File: config.mk
export PLATFORM = sky130hd
export DESIGN_NAME = rr_arbiter_8_flat
export DESIGN_NICKNAME = d
export VERILOG_FILES = /design/src/rtl/arb_pkg.sv /design/src/rtl/rr_arbiter_8_if.sv /design/src/rtl/priority_encoder_8.sv /design/src/rtl/rr_arbiter_8.sv /design/src/flat_wrapper.sv
export SDC_FILE = /design/constraint.sdc
export NUM_CORES = 1
export LEC_CHECK = 0
export CORE_MARGIN = 5
export CORE_UTILIZATION = 52
export DETAILED_ROUTE_END_ITERATION = 8
export PLACE_DENSITY = 0.88
export REMOVE_ABC_BUFFERS = 1
export SLEW_MARGIN = 20
export SYNTH_ARGS = -nofsm -noshare
export SYNTH_HDL_FRONTEND = slang
export SYNTH_SLANG_ARGS = --single-unit
File: constraint.sdc
create_clock -name clk -period 3.6 [get_ports clk]
set_input_delay 1.08 -clock clk [delete_from_list [all_inputs] [get_ports clk]]
set_output_delay 1.08 -clock clk [all_outputs]
set_load 0.01 [all_outputs]
File: src/rtl/arb_pkg.sv
// Shared constants and types for the 8-way round-robin arbiter.
package arb_pkg;

    localparam int ARB_N        = 8;
    localparam int ARB_IDX_W    = 3;
    localparam int MAX_HOLD_DEF = 16;

    typedef enum logic {
        IDLE = 1'b0,
        BUSY = 1'b1
    } arb_state_e;

endpackage

File: src/rtl/rr_arbiter_8_if.sv
// Requester-bank <-> arbiter handshake bundle.
interface rr_arbiter_8_if;

    logic [arb_pkg::ARB_N-1:0]     req;
    logic                          done;
    logic [arb_pkg::ARB_N-1:0]     gnt;
    logic [arb_pkg::ARB_IDX_W-1:0] gnt_idx;
    logic                          gnt_valid;
    logic                          timeout;

    // Requester side: raises requests, reports completion, observes grants.
    modport master (
        output req,
        output done,
        input  gnt,
        input  gnt_idx,
        input  gnt_valid,
        input  timeout
    );

    // Arbiter side.
    modport slave (
        input  req,
        input  done,
        output gnt,
        output gnt_idx,
        output gnt_valid,
        output timeout
    );

endinterface

File: src/rtl/priority_encoder_8.sv
// Lowest-set-bit encoder over an 8-bit vector; purely combinational.
module priority_encoder_8 (
    input  logic [7:0] data,
    output logic [2:0] out,
    output logic       any
);

    // Scan from the top so the lowest set bit is the last one written.
    always_comb begin
        out = 3'd0;
        any = |data;
        for (int i = 7; i >= 0; i--) begin
            if (data[i]) out = i[2:0];
        end
    end

endmodule

File: src/rtl/rr_arbiter_8.sv
// 8-requester round-robin arbiter with completion/drop/hold-budget release.
// Grants are registered; at least one IDLE cycle separates consecutive grants.
module rr_arbiter_8
    import arb_pkg::*;
#(
    parameter int MAX_HOLD = MAX_HOLD_DEF
) (
    input  logic           clk,
    input  logic           rst,
    rr_arbiter_8_if.slave  bus
);

    localparam int                CNT_W    = $clog2(MAX_HOLD);
    localparam logic [CNT_W-1:0]  CNT_LAST = CNT_W'(MAX_HOLD - 1);

    arb_state_e             state, state_nxt;
    logic [ARB_IDX_W-1:0]   ptr;
    logic [CNT_W-1:0]       cnt;
    logic [ARB_N-1:0]       gnt_q;
    logic [ARB_IDX_W-1:0]   gnt_idx_q;
    logic                   gnt_valid_q;
    logic                   timeout_q;

    logic [ARB_N-1:0]       mask;
    logic [ARB_N-1:0]       masked;
    logic [ARB_IDX_W-1:0]   m_idx, u_idx, win_idx;
    logic                   m_any, u_any;
    logic                   owner_req;
    logic                   rel_to;
    logic                   grant_go;
    logic                   release_go;

    // Pass 1 only sees requesters at or above the pointer; pass 2 wraps.
    assign mask   = ~((8'd1 << ptr) - 8'd1);
    assign masked = bus.req & mask;

    priority_encoder_8 u_pe_masked (
        .data (masked),
        .out  (m_idx),
        .any  (m_any)
    );

    priority_encoder_8 u_pe_unmasked (
        .data (bus.req),
        .out  (u_idx),
        .any  (u_any)
    );

    assign win_idx   = m_any ? m_idx : u_idx;
    assign owner_req = bus.req[gnt_idx_q];
    // Budget expiry only counts as a timeout when no normal release coincides.
    assign rel_to    = (cnt == CNT_LAST) && !bus.done && owner_req;

    // Next-state and grant/release strobes.
    always_comb begin
        state_nxt  = state;
        grant_go   = 1'b0;
        release_go = 1'b0;
        case (state)
            IDLE: begin
                if (u_any) begin
                    state_nxt = BUSY;
                    grant_go  = 1'b1;
                end
            end
            BUSY: begin
                if (bus.done || !owner_req || rel_to) begin
                    state_nxt  = IDLE;
                    release_go = 1'b1;
                end
            end
            default: state_nxt = IDLE;
        endcase
    end

    // State register.
    always_ff @(posedge clk or posedge rst) begin
        if (rst) state <= IDLE;
        else     state <= state_nxt;
    end

    // Grant outputs, rotation pointer, hold counter and timeout pulse.
    always_ff @(posedge clk or posedge rst) begin
        if (rst) begin
            gnt_q       <= '0;
            gnt_idx_q   <= '0;
            gnt_valid_q <= 1'b0;
            timeout_q   <= 1'b0;
            ptr         <= '0;
            cnt         <= '0;
        end else begin
            timeout_q <= 1'b0;
            if (grant_go) begin
                gnt_q       <= 8'd1 << win_idx;
                gnt_idx_q   <= win_idx;
                gnt_valid_q <= 1'b1;
                cnt         <= '0;
            end else if (release_go) begin
                // gnt_idx keeps its last value; the pointer moves past the owner.
                gnt_q       <= '0;
                gnt_valid_q <= 1'b0;
                ptr         <= gnt_idx_q + 3'd1;
                timeout_q   <= rel_to;
            end else if (state == BUSY) begin
                cnt <= cnt + 1'b1;
            end
        end
    end

    assign bus.gnt       = gnt_q;
    assign bus.gnt_idx   = gnt_idx_q;
    assign bus.gnt_valid = gnt_valid_q;
    assign bus.timeout   = timeout_q;

endmodule

File: src/flat_wrapper.sv
// flat-port wrapper written by rule: the top's interface ports become plain ports
module rr_arbiter_8_flat import arb_pkg::*;
#(
    parameter int MAX_HOLD = MAX_HOLD_DEF
)
  (clk, rst, bus_req, bus_done, bus_gnt, bus_gnt_idx, bus_gnt_valid, bus_timeout);
  rr_arbiter_8_if bus_i ();
  input  logic clk;
  input  logic rst;
  input wire logic [$bits(bus_i.req)-1:0] bus_req;
  input wire logic [$bits(bus_i.done)-1:0] bus_done;
  output wire logic [$bits(bus_i.gnt)-1:0] bus_gnt;
  output wire logic [$bits(bus_i.gnt_idx)-1:0] bus_gnt_idx;
  output wire logic [$bits(bus_i.gnt_valid)-1:0] bus_gnt_valid;
  output wire logic [$bits(bus_i.timeout)-1:0] bus_timeout;
  assign bus_i.req = bus_req;
  assign bus_i.done = bus_done;
  assign bus_gnt = bus_i.gnt;
  assign bus_gnt_idx = bus_i.gnt_idx;
  assign bus_gnt_valid = bus_i.gnt_valid;
  assign bus_timeout = bus_i.timeout;
  rr_arbiter_8 #(.MAX_HOLD(MAX_HOLD)) u_core (.clk(clk), .rst(rst), .bus(bus_i));
endmodule
After elaboration in Yosys (flattened, before gate mapping) --
Cells that the tools add are included.
Storage, ports and cells: input port bits 11, register bits after elaboration 21
Cells by class: shift-type cells 2, equal/unequal tests 2, muxes and demuxes 34, reduce and logical (&&, ||, !) cells 12, magnitude comparators 1, add/sub/neg operators 3, bitwise gates (word level) 4
Operator list (count):
- $mux W3 | 17
- $mux W8 | 2
- $reduce_or A8 Y1 | 2
- $shl A1 B3 Y8 const A | 2
- $mux W4 | 3
- $mux W1 | 10
- $and A8 B8 Y8 | 1
- $not A8 Y8 | 1
- $sub A8 B1 Y8 const B | 1
- $add A4 B1 Y4 const B | 1
- $eq A4 B4 Y1 const B | 1
- $lt A3 B4 Y1 const B | 1
- $reduce_and A2 Y1 | 2
- $reduce_bool A2 Y1 | 2
- $add A3 B1 Y3 const B | 1
- $bmux W1 S3 | 1
- $logic_and A1 B1 Y1 | 2
- $logic_not A1 Y1 | 2
- $logic_or A1 B1 Y1 | 2
- $ne A2 B1 Y1 const B | 1
- $not A1 Y1 | 2
- $pmux W1 S2 | 1

Longest topological paths before layout --
Gate-level depths: netlist of run 1.
word-level depth 15, depth in mapped cells 11, mapped depth without buffers 9

By module --
Synthesis of run 1 repeated with hierarchy kept, for this count alone.
Unflattened totals: cells, all modules 131, area, all modules 1296.2 um2
By module, submodules not included:
- rr_arbiter_8 | area each 1133.6 um2, cells each 105, times used 1, sequential area each 525.5 um2
- priority_encoder_8 | area each 81.3 um2, cells each 13, times used 2, sequential area each 0.0 um2

Worst setup path after synthesis of run 1 --
Ideal clock, no wire load.
kind reg-to-reg, from register u_core.ptr[2], to register u_core.gnt_q[0] (netlist: u_core.bus.gnt[0]), required time 3.478 ns, cell stages (with the launch flop) 11, arrival 2.496 ns, path slack 0.982 ns, cell sequence dfrtp_1 -> buf_4 -> or3_1 -> ha_1 -> buf_2 -> xor2_1 -> o211ai_1 -> o211ai_1 -> o32ai_2 -> inv_2 -> a32o_1
On the way: word-level cells in the longest chain between the ends 15
RTL lines:
- start: declaration | RTL line rr_arbiter_8.sv:17 | logic [ARB_IDX_W-1:0] ptr;
- start signal: assignment | RTL line rr_arbiter_8.sv:102 | ptr <= gnt_idx_q + 3'd1;
- $shl A1 B3 Y8 (*) | RTL line rr_arbiter_8.sv:34 | assign mask = ~((8'd1 << ptr) - 8'd1);
- $sub A8 B1 Y8 (*) | RTL line rr_arbiter_8.sv:34
- $not A8 Y8 (*) | RTL line rr_arbiter_8.sv:34
- $and A8 B8 Y8 (*) | RTL line rr_arbiter_8.sv:35 | assign masked = bus.req & mask;
- $mux W3 (8 in series) | RTL line priority_encoder_8.sv:13 | if (data[i]) out = i[2:0];
- $mux W3 (*) | RTL line rr_arbiter_8.sv:49 | assign win_idx = m_any ? m_idx : u_idx;
- $shl A1 B3 Y8 (*) | RTL line rr_arbiter_8.sv:94 | gnt_q <= 8'd1 << win_idx;
- $mux W8 (*) | RTL line rr_arbiter_8.sv:93 | if (grant_go) begin
- end signal: assignment | RTL line rr_arbiter_8.sv:94
- end: declaration | RTL line rr_arbiter_8.sv:19 | logic [ARB_N-1:0] gnt_q;
Mark *: on every way between the ends. The rest lies on a longest branch, timed or not. A chain may end at the register's enable or synchronous reset.

Worst setup path after layout of run 1 --
from register u_core.ptr[1], to register u_core.gnt_q[0] (netlist: u_core.bus.gnt[0])
Same word-level chain as after synthesis.

==> summary.md, run 1 <==
| Metric | Value |
|---|---|
| Status | finished clean |
| Setup Fix Bufs, Post-CTS | 0 |
| Layout Skew | 0.0104 ns |
| DIE AREA | 0.00369 sq mm |
| Leading area contributor after synthesis | dfrtp_1 |
| Count of cell types in the netlist | 46 |
| Peak supply drop | 0.654 mV |
| Post-synth EDFFs | 0 |
| Width of the die | 60.8 um |
| Synth Register Bits | 21 |
| Start point of the critical path | u_core.ptr[1]$_DFFE_PP0P_ |
| Drt total wl | 3200 um |
| Cell area after synthesis | 0.00134 sq mm |
| Core Area | 0.00248 sq mm |
| Fill count | 217 |
| Ys Warns | 0 |
| Drt first-iter violations | 53 |
| Cts bufs inserted | 3 |
| GP Congestion | 0.876 |
| TritonCTS sink count | 21 |
| Setup violators final | 0 |
| Main synth FF type | dfrtp_1 |
| Initial Utilization | 54.1% |
| Vias in the first global route | 1102 |
| Unrepaired setup endpoints after global routing | no |
| # nets final | 179 |
| Total Power | 1310 uW |
| Die height | 60.8 um |
| Worst EP required | 3.79 ns |
| CTS Hold Buffers Added | 0 |
| Clock Tree Buf Depth | 2 |
| CP Max Fanout | 12 |
| Share of layout cells above drive strength 1 | 7.32% |
| Antenna Nets Post-Route | 0 |
| Row cnt | 18 |
| Post-CTS sizing | 0 |
| Num ports | 24 |
| H-Tree Level Count | 1 |
| Area grow syn2layout | 19.7% |
| Critical path's slowest cell | dfrtp_1 |
| # DRC | 0 |
| Power per cell area | 818 mW/mm^2 |
| Worst hold slack | 0.498 ns |
| CTS root buf | clkbuf_4 |
| WL/cell | 16.5 um |
| Hold WC Path Type | reg -> reg |
| Port bufs | 23 |
| Detailed placer's ending HPWL | 2470 um |
| Sequential area share after synthesis | 39.2% |
| Crit path DAT | 3.20 ns |
| Initial antenna violation count | 0 |
| Placed instance count | 190 |
| CTS tree | done |
| Kind of critical path | reg -> reg |
| Worst-margin pin slew | 0.765 ns |
| Synth top area share | 39.2% |
| Gr ovfl total | 0 |
| Clock transition at path regs | 0.12 ns |
| Mapped Cells | 142 |
| Synth top cells by count | dfrtp_1, nand2_1, nor2_1, o21ai_0 |
| Fin cells | 194 |
| Crit-path cells | or3_1, ha_1, or3_1, o221ai_1, o211ai_1, o32ai_2, inv_2, a32o_1 |
| Hold_sp | u_core.bus.gnt_valid$_DFFE_PP0P_ |
| Async S/R FF share, synth | 100% |
| Crit. End Element | flop |
| Largest net degree at the start of global routing | 22 |
| Clock Latency Late Sink | 0.30 ns |
| Static Leak | 0.000669 uW |
| Worst path most repeated cell | or3_1 |
| TNS Setup | 0 ns |
| Via count | 1199 |
| Max_slew headroom | 48.9% |
| Max incr delay on CP | 0.53 ns |
| Design Area, Final | 0.00160 sq mm |
| Max Transition Viols Final | 0 |
| N_diodes | 0 |
| First-pass GRT wire length | 5180 um |
| R2r startpoint | u_core.ptr[1]$_DFFE_PP0P_ |
| Fmax | 332 MHz |
| Placed Area | 0.00158 sq mm |
| GRT Overall Usage | 18.6% |
| DR vias/cell | 6.18 |
| Maxcap violations | 0 |
| Crit path launch type | flop |
| Final worst path period share | 83.6% |
| Drt first pass iters | 4 |
| Most frequent cell after synthesis | dfrtp_1 |
| Final Hold Viols | 0 |
| Final Critical Period | 3.01 ns |
| Synth area leaders | dfrtp_1, o21ai_0, mux4_1 |
| Synth Area per Inst | 9.44 sq um |
==> kinds of logic (layout without fill, tap and decap cells) <==
logic type / Yosys count / in the layout / synth area share [%]
buffers and inverters: 15 / 37 / 5.32
AOI/OAI and AO/OA: 46 / 46 / 26.6
muxes: 4 / 4 / 5.51
adders and majority gates: 3 / 3 / 2.80
DFF: 21 / 21 / 39.2
xor gates and xnor gates: 2 / 2 / 1.31
and+or+nand+nor: 51 / 51 / 19.2
==> sequential cells by signal, summed over array words and instances, names as in the netlist <==
register and cells:
u_core.bus.gnt_idx 3, u_core.state 1, u_core.bus.gnt_valid 1, u_core.bus.gnt 8, u_core.cnt 4, u_core.bus.timeout 1, u_core.ptr 3
==> placed cells by master, fill, tap and decap left out, types with 2 or more instances in the layout <==
cell and n:
clkdlybuf4s50_1 23, dfrtp_1 21, nand2_1 14, nor2_1 11, o21ai_0 11, inv_1 8
nand3_1 8, o211ai_1 4, a32o_1 4, nand2b_1 3, a21oi_1 3, and2_1 3
o2111ai_1 3, ha_1 3, clkbuf_4 3, nand4b_1 2, a21o_1 2, a32oi_1 2
a211o_1 2, or3_1 2, nor2b_1 2, o221ai_1 2, a221oi_1 2, mux4_1 2
a22o_1 2, o2bb2ai_1 2
==> area by class of cell <==
cell class / count / area, sq um / share of cell area [%]
Clock buffer: 4 / 26.3 / 1.64
Inverter: 9 / 33.8 / 2.11
Timing Repair Buffer: 24 / 238 / 14.8
Tap cell: 30 / 37.5 / 2.34
Multi-Input combinational cell: 106 / 743 / 46.3
Sequential cell: 21 / 526 / 32.8
==> final timing paths <==
path | end | slack [ns] | cells past startpoint
worst min register to register | u_core.bus.gnt_valid$_DFFE_PP0P_ | 0.50 | 2
max in group asynchronous | u_core.cnt[1]$_DFFE_PP0P_ | 1.89 | 2
worst max register to register | u_core.bus.gnt[0]$_DFFE_PP0P_ | 0.59 | 8
min in group asynchronous | u_core.bus.gnt[6]$_DFFE_PP0P_ | 1.23 | 2
worst min-delay path | u_core.bus.gnt_valid$_DFFE_PP0P_ | 0.50 | 2
worst max-delay path | u_core.bus.gnt[0]$_DFFE_PP0P_ | 0.59 | 8
==> critical path, delay by kind of cell (launching register included) <==
family	cells	cell delay [ns]
compound gates	4	1.18
flops	1	0.53
fa+ha+maj	1	0.33
simple gates	2	0.77
buf+inv	1	0.08
==> layer usage <==
| layer | global-route usage, % | vias up | share of wire, % |
|---|---|---|---|
| met5 | 0 | - | 0 |
| met4 | 2.79 | 0 | 1.2 |
| met3 | 4.47 | 6 | 6.8 |
| met2 | 29.2 | 49 | 47 |
| met1 | 26.7 | 564 | 45 |
| li1 | - | 580 | - |
==> report_power, final <==
group,switching (uW),internal [uW],total (uW)
clock,70.4,43.1,114
sequential,106,317,423
combinational,414,361,776
==> through the flow <==
| step | setup WS, ns | utilization [%] |
|---|---|---|
| 2_1_floorplan | 0.928 | - |
| 3_3_place_gp | 0.444 | 63.7 |
| 3_5_place_dp | 0.396 | 63.7 |
| 4_1_cts | 0.600 | 64.7 |
| 5_1_grt | 0.389 | 64.7 |
| 6_report | 0.590 | 64.7 |
Power figures use the tool's default switching activity.
==> run 2, diff against run 1 <==
==> constraint.sdc (replaced) <==
create_clock -name clk -period 3 [get_ports clk]
set_input_delay 0.9 -clock clk [delete_from_list [all_inputs] [get_ports clk]]
set_output_delay 0.9 -clock clk [all_outputs]
set_load 0.01 [all_outputs]
==> run 2 against run 1 <==
Final area grew 5.7%. Largest power group unchanged. Core utilization is 3.7 points higher. Clock power rose by 17%. Highest routed layer unchanged. Maximum frequency up 6.5%. Sequential power up 15%. Clock skew fell by 0.0073 ns. Cell count increased by 6.2%. Critical path depth is the same. Non-clock buffer count is 12 higher.
==> summary.md, run 2 (same netlist as run 1, synthesis figures left out) <==
| Metric | Value |
|---|---|
| Clock power share | 8.0% (-0.7 points) |
| Antenna Nets Post-Route | 0 (unchanged) |
| CTS tree | done |
| Drt total wl | 3390 um (+5.8%) |
| Core Area | 0.00248 sq mm (unchanged) |
| Cts bufs inserted | 3 (unchanged) |
| Via count | 1286 (+7.3%) |
| Most frequent cells in the layout | clkdlybuf4s50_1, dfrtp_1, nand2_1, buf_4 |
| Register area | 526 sq um (unchanged) |
| Largest register FFs | 8 (unchanged) |
| Final Hold Viols | 0 (unchanged) |
| Setup Fix Bufs, Post-CTS | 0 (unchanged) |
| Port bufs | 23 (unchanged) |
| Max incr delay on CP | 0.47 ns (-0.06 ns) |
| Detailed placer's ending HPWL | 2650 um (+7.3%) |
| Clock Latency Late Sink | 0.30 ns (about the same) |
| Fmax | 354 MHz (+6.5%) |
| GP Congestion | 0.914 (+4.3%) |
| Area grow syn2layout | 26.5% |
| Maxcap violations | 0 (unchanged) |
| Crit path launch type | flop |
| Net Sw Frac | 44.8% (-0.21 points) |
| Power per cell area | 975 mW/mm^2 (+19%) |
| Critical path's slowest cell | o32ai_2 |
| First-pass GRT wire length | 5460 um (+5.3%) |
| Largest net degree at the start of global routing | 22 (unchanged) |
| Die height | 60.8 um (unchanged) |
| Most common cell after layout, fill and taps aside | clkdlybuf4s50_1 |
| Part of the power in registers | 29.4% (-2.8 points) |
| Max_slew headroom | 49.7% (+0.74 points) |
| Combinational share of power | 62.5% (+3.4 points) |
| CP Max Fanout | 6 (-6) |
| Row cnt | 18 (unchanged) |
| Clock transition at path regs | 0.11 ns (about the same) |
| GRT Overall Usage | 19.7% (+1.1 points) |
| TritonCTS sink count | 21 (unchanged) |
| DIE AREA | 0.00369 sq mm (unchanged) |
| Net Sw Power | 741 uW (+25%) |
| H-Tree Level Count | 1 (unchanged) |
| Initial Utilization | 54.1% (unchanged) |
| Layout Skew | 0.00309 ns (-0.00732 ns) |
| Post-CTS sizing | 0 (unchanged) |
| Gr ovfl total | 0 (unchanged) |
| Worst EP required | 3.20 ns (-0.59 ns) |
| Kind of critical path | reg -> reg |
| Vias in the first global route | 1221 (+11%) |
| Width of the die | 60.8 um (unchanged) |
| Max Transition Viols Final | 0 (unchanged) |
| Static Leak | 0.000730 uW (+9.0%) |
| CTS root buf | clkbuf_4 |
| Crit-path cells | or3_1, ha_1, or3_1, o221ai_1, o211ai_1, o32ai_2, inv_2, a32o_1 |
| Placed Area | 0.00167 sq mm (+5.7%) |
| Worst path most repeated cell | or3_1 |
| Status | finished clean |
| Design Area, Final | 0.00170 sq mm (+5.7%) |
| Initial antenna violation count | 0 (unchanged) |
| Crit path DAT | 3.03 ns (-0.17 ns) |
| Worst-margin pin slew | 0.754 ns (-0.0111 ns) |
| Clock Tree Buf Depth | 2 (unchanged) |
| Cell Int Power | 912 uW (+26%) |
| Drt first pass iters | 5 (+1) |
| TNS Setup | 0 ns (unchanged) |
| Multi-input gate area | 743 sq um (unchanged) |
| # DRC | 0 (unchanged) |
| Final worst path period share | 94.2% (+11 points) |
| DR vias/cell | 6.24 (+1.0%) |
| Unrepaired setup endpoints after global routing | no |
| Drt first-iter violations | 59 (+11%) |
| # nets final | 191 (+6.7%) |
| Fill count | 198 (-8.8%) |
| Num ports | 24 (unchanged) |
| Final Critical Period | 2.83 ns (-0.183 ns) |
| Share of layout cells above drive strength 1 | 14.2% (+6.9 points) |
| CTS Hold Buffers Added | 0 (unchanged) |
| N_diodes | 0 (unchanged) |
| Setup violators final | 0 (unchanged) |
| Peak supply drop | 0.725 mV (+11%) |
| Crit. End Element | flop |
| Hold WC Path Type | reg -> reg |
| WL/cell | 16.5 um (-0.36%) |
[run 2: cell count changes in the layout (fill, tap and decap cells not counted)]
cell	delta
clkinv_2	+1
clkbuf_1	-1
buf_4	+12
[run 2: routing by layer]
layer  vias to the layer above  GRT usage [%]  routed length, um
met5                         -              0                  0
met4                         0           5.26                 31
met3                         4           5.11                267
met2                        60           30.8               1580
met1                       621           27.1               1520
li1                        601              -                  -
[run 2: through the flow]
step	worst slack [ns]	utilization [%]	hold slack (ns)	total power (uW)	cells
final	0.173	68.4	0.505	1650	206
after global routing	0.0180	68.4	0.544	1770	206
after CTS	0.185	68.4	0.507	1650	206
after detailed placement	0.0480	67.3	0.481	1510	202
after global placement	0.0927	67.3	0.480	1460	202
after floorplan	0.328	-	0.469	1120	136
[run 2: critical path, delay by kind of cell, from the launching register on]
family	cells	cell delay (ns)
compound gates	4	1.17
fa+ha+maj	1	0.28
buf+inv	1	0.08
flops	1	0.45
simple gates	2	0.74
[run 2: final cells by class]
cell class,instances,share of cell area [%]
Clock inverter,1,0.295
Tap cell,30,2.21
Clock buffer,3,1.33
Timing Repair Buffer,36,19.3
Sequential cell,21,31.0
Inverter,9,1.99
Multi-Input combinational cell,106,43.8
[run 2: final timing paths]
path	start	to	slack [ns]	depth (start not counted)
max in group asynchronous	rst	u_core.bus.gnt_valid$_DFFE_PP0P_	1.52	2
worst max-delay path	u_core.ptr[2]$_DFFE_PP0P_	u_core.bus.gnt[2]$_DFFE_PP0P_	0.17	8
worst min register to register	u_core.bus.gnt[0]$_DFFE_PP0P_	u_core.bus.gnt[0]$_DFFE_PP0P_	0.50	1
min in group asynchronous	rst	u_core.bus.gnt[5]$_DFFE_PP0P_	1.01	2
worst max register to register	u_core.ptr[2]$_DFFE_PP0P_	u_core.bus.gnt[2]$_DFFE_PP0P_	0.17	8
worst min-delay path	u_core.bus.gnt[0]$_DFFE_PP0P_	u_core.bus.gnt[0]$_DFFE_PP0P_	0.50	1
[run 2: power groups by stage]
stage          registers (uW)  logic [uW]  clock network [uW]
2_1_floorplan             515         604                   0
3_3_place_gp              482         982                   0
3_5_place_dp              490        1020                   0
4_1_cts                   485        1020                 137
5_1_grt                   497        1130                 149
6_report                  487        1030                 133
==> run 3, diff against run 2 <==
--- a/config.mk
+++ b/config.mk
@@ -10,7 +10,7 @@
 export DETAILED_ROUTE_END_ITERATION = 8
 export PLACE_DENSITY = 0.88
 export REMOVE_ABC_BUFFERS = 1
-export SLEW_MARGIN = 20
+export SLEW_MARGIN = 25
 export SYNTH_ARGS = -nofsm -noshare
 export SYNTH_HDL_FRONTEND = slang
 export SYNTH_SLANG_ARGS = --single-unit
==> results of run 3 <==
No change in the layout: final DEF, timing and power equal those of run 2.
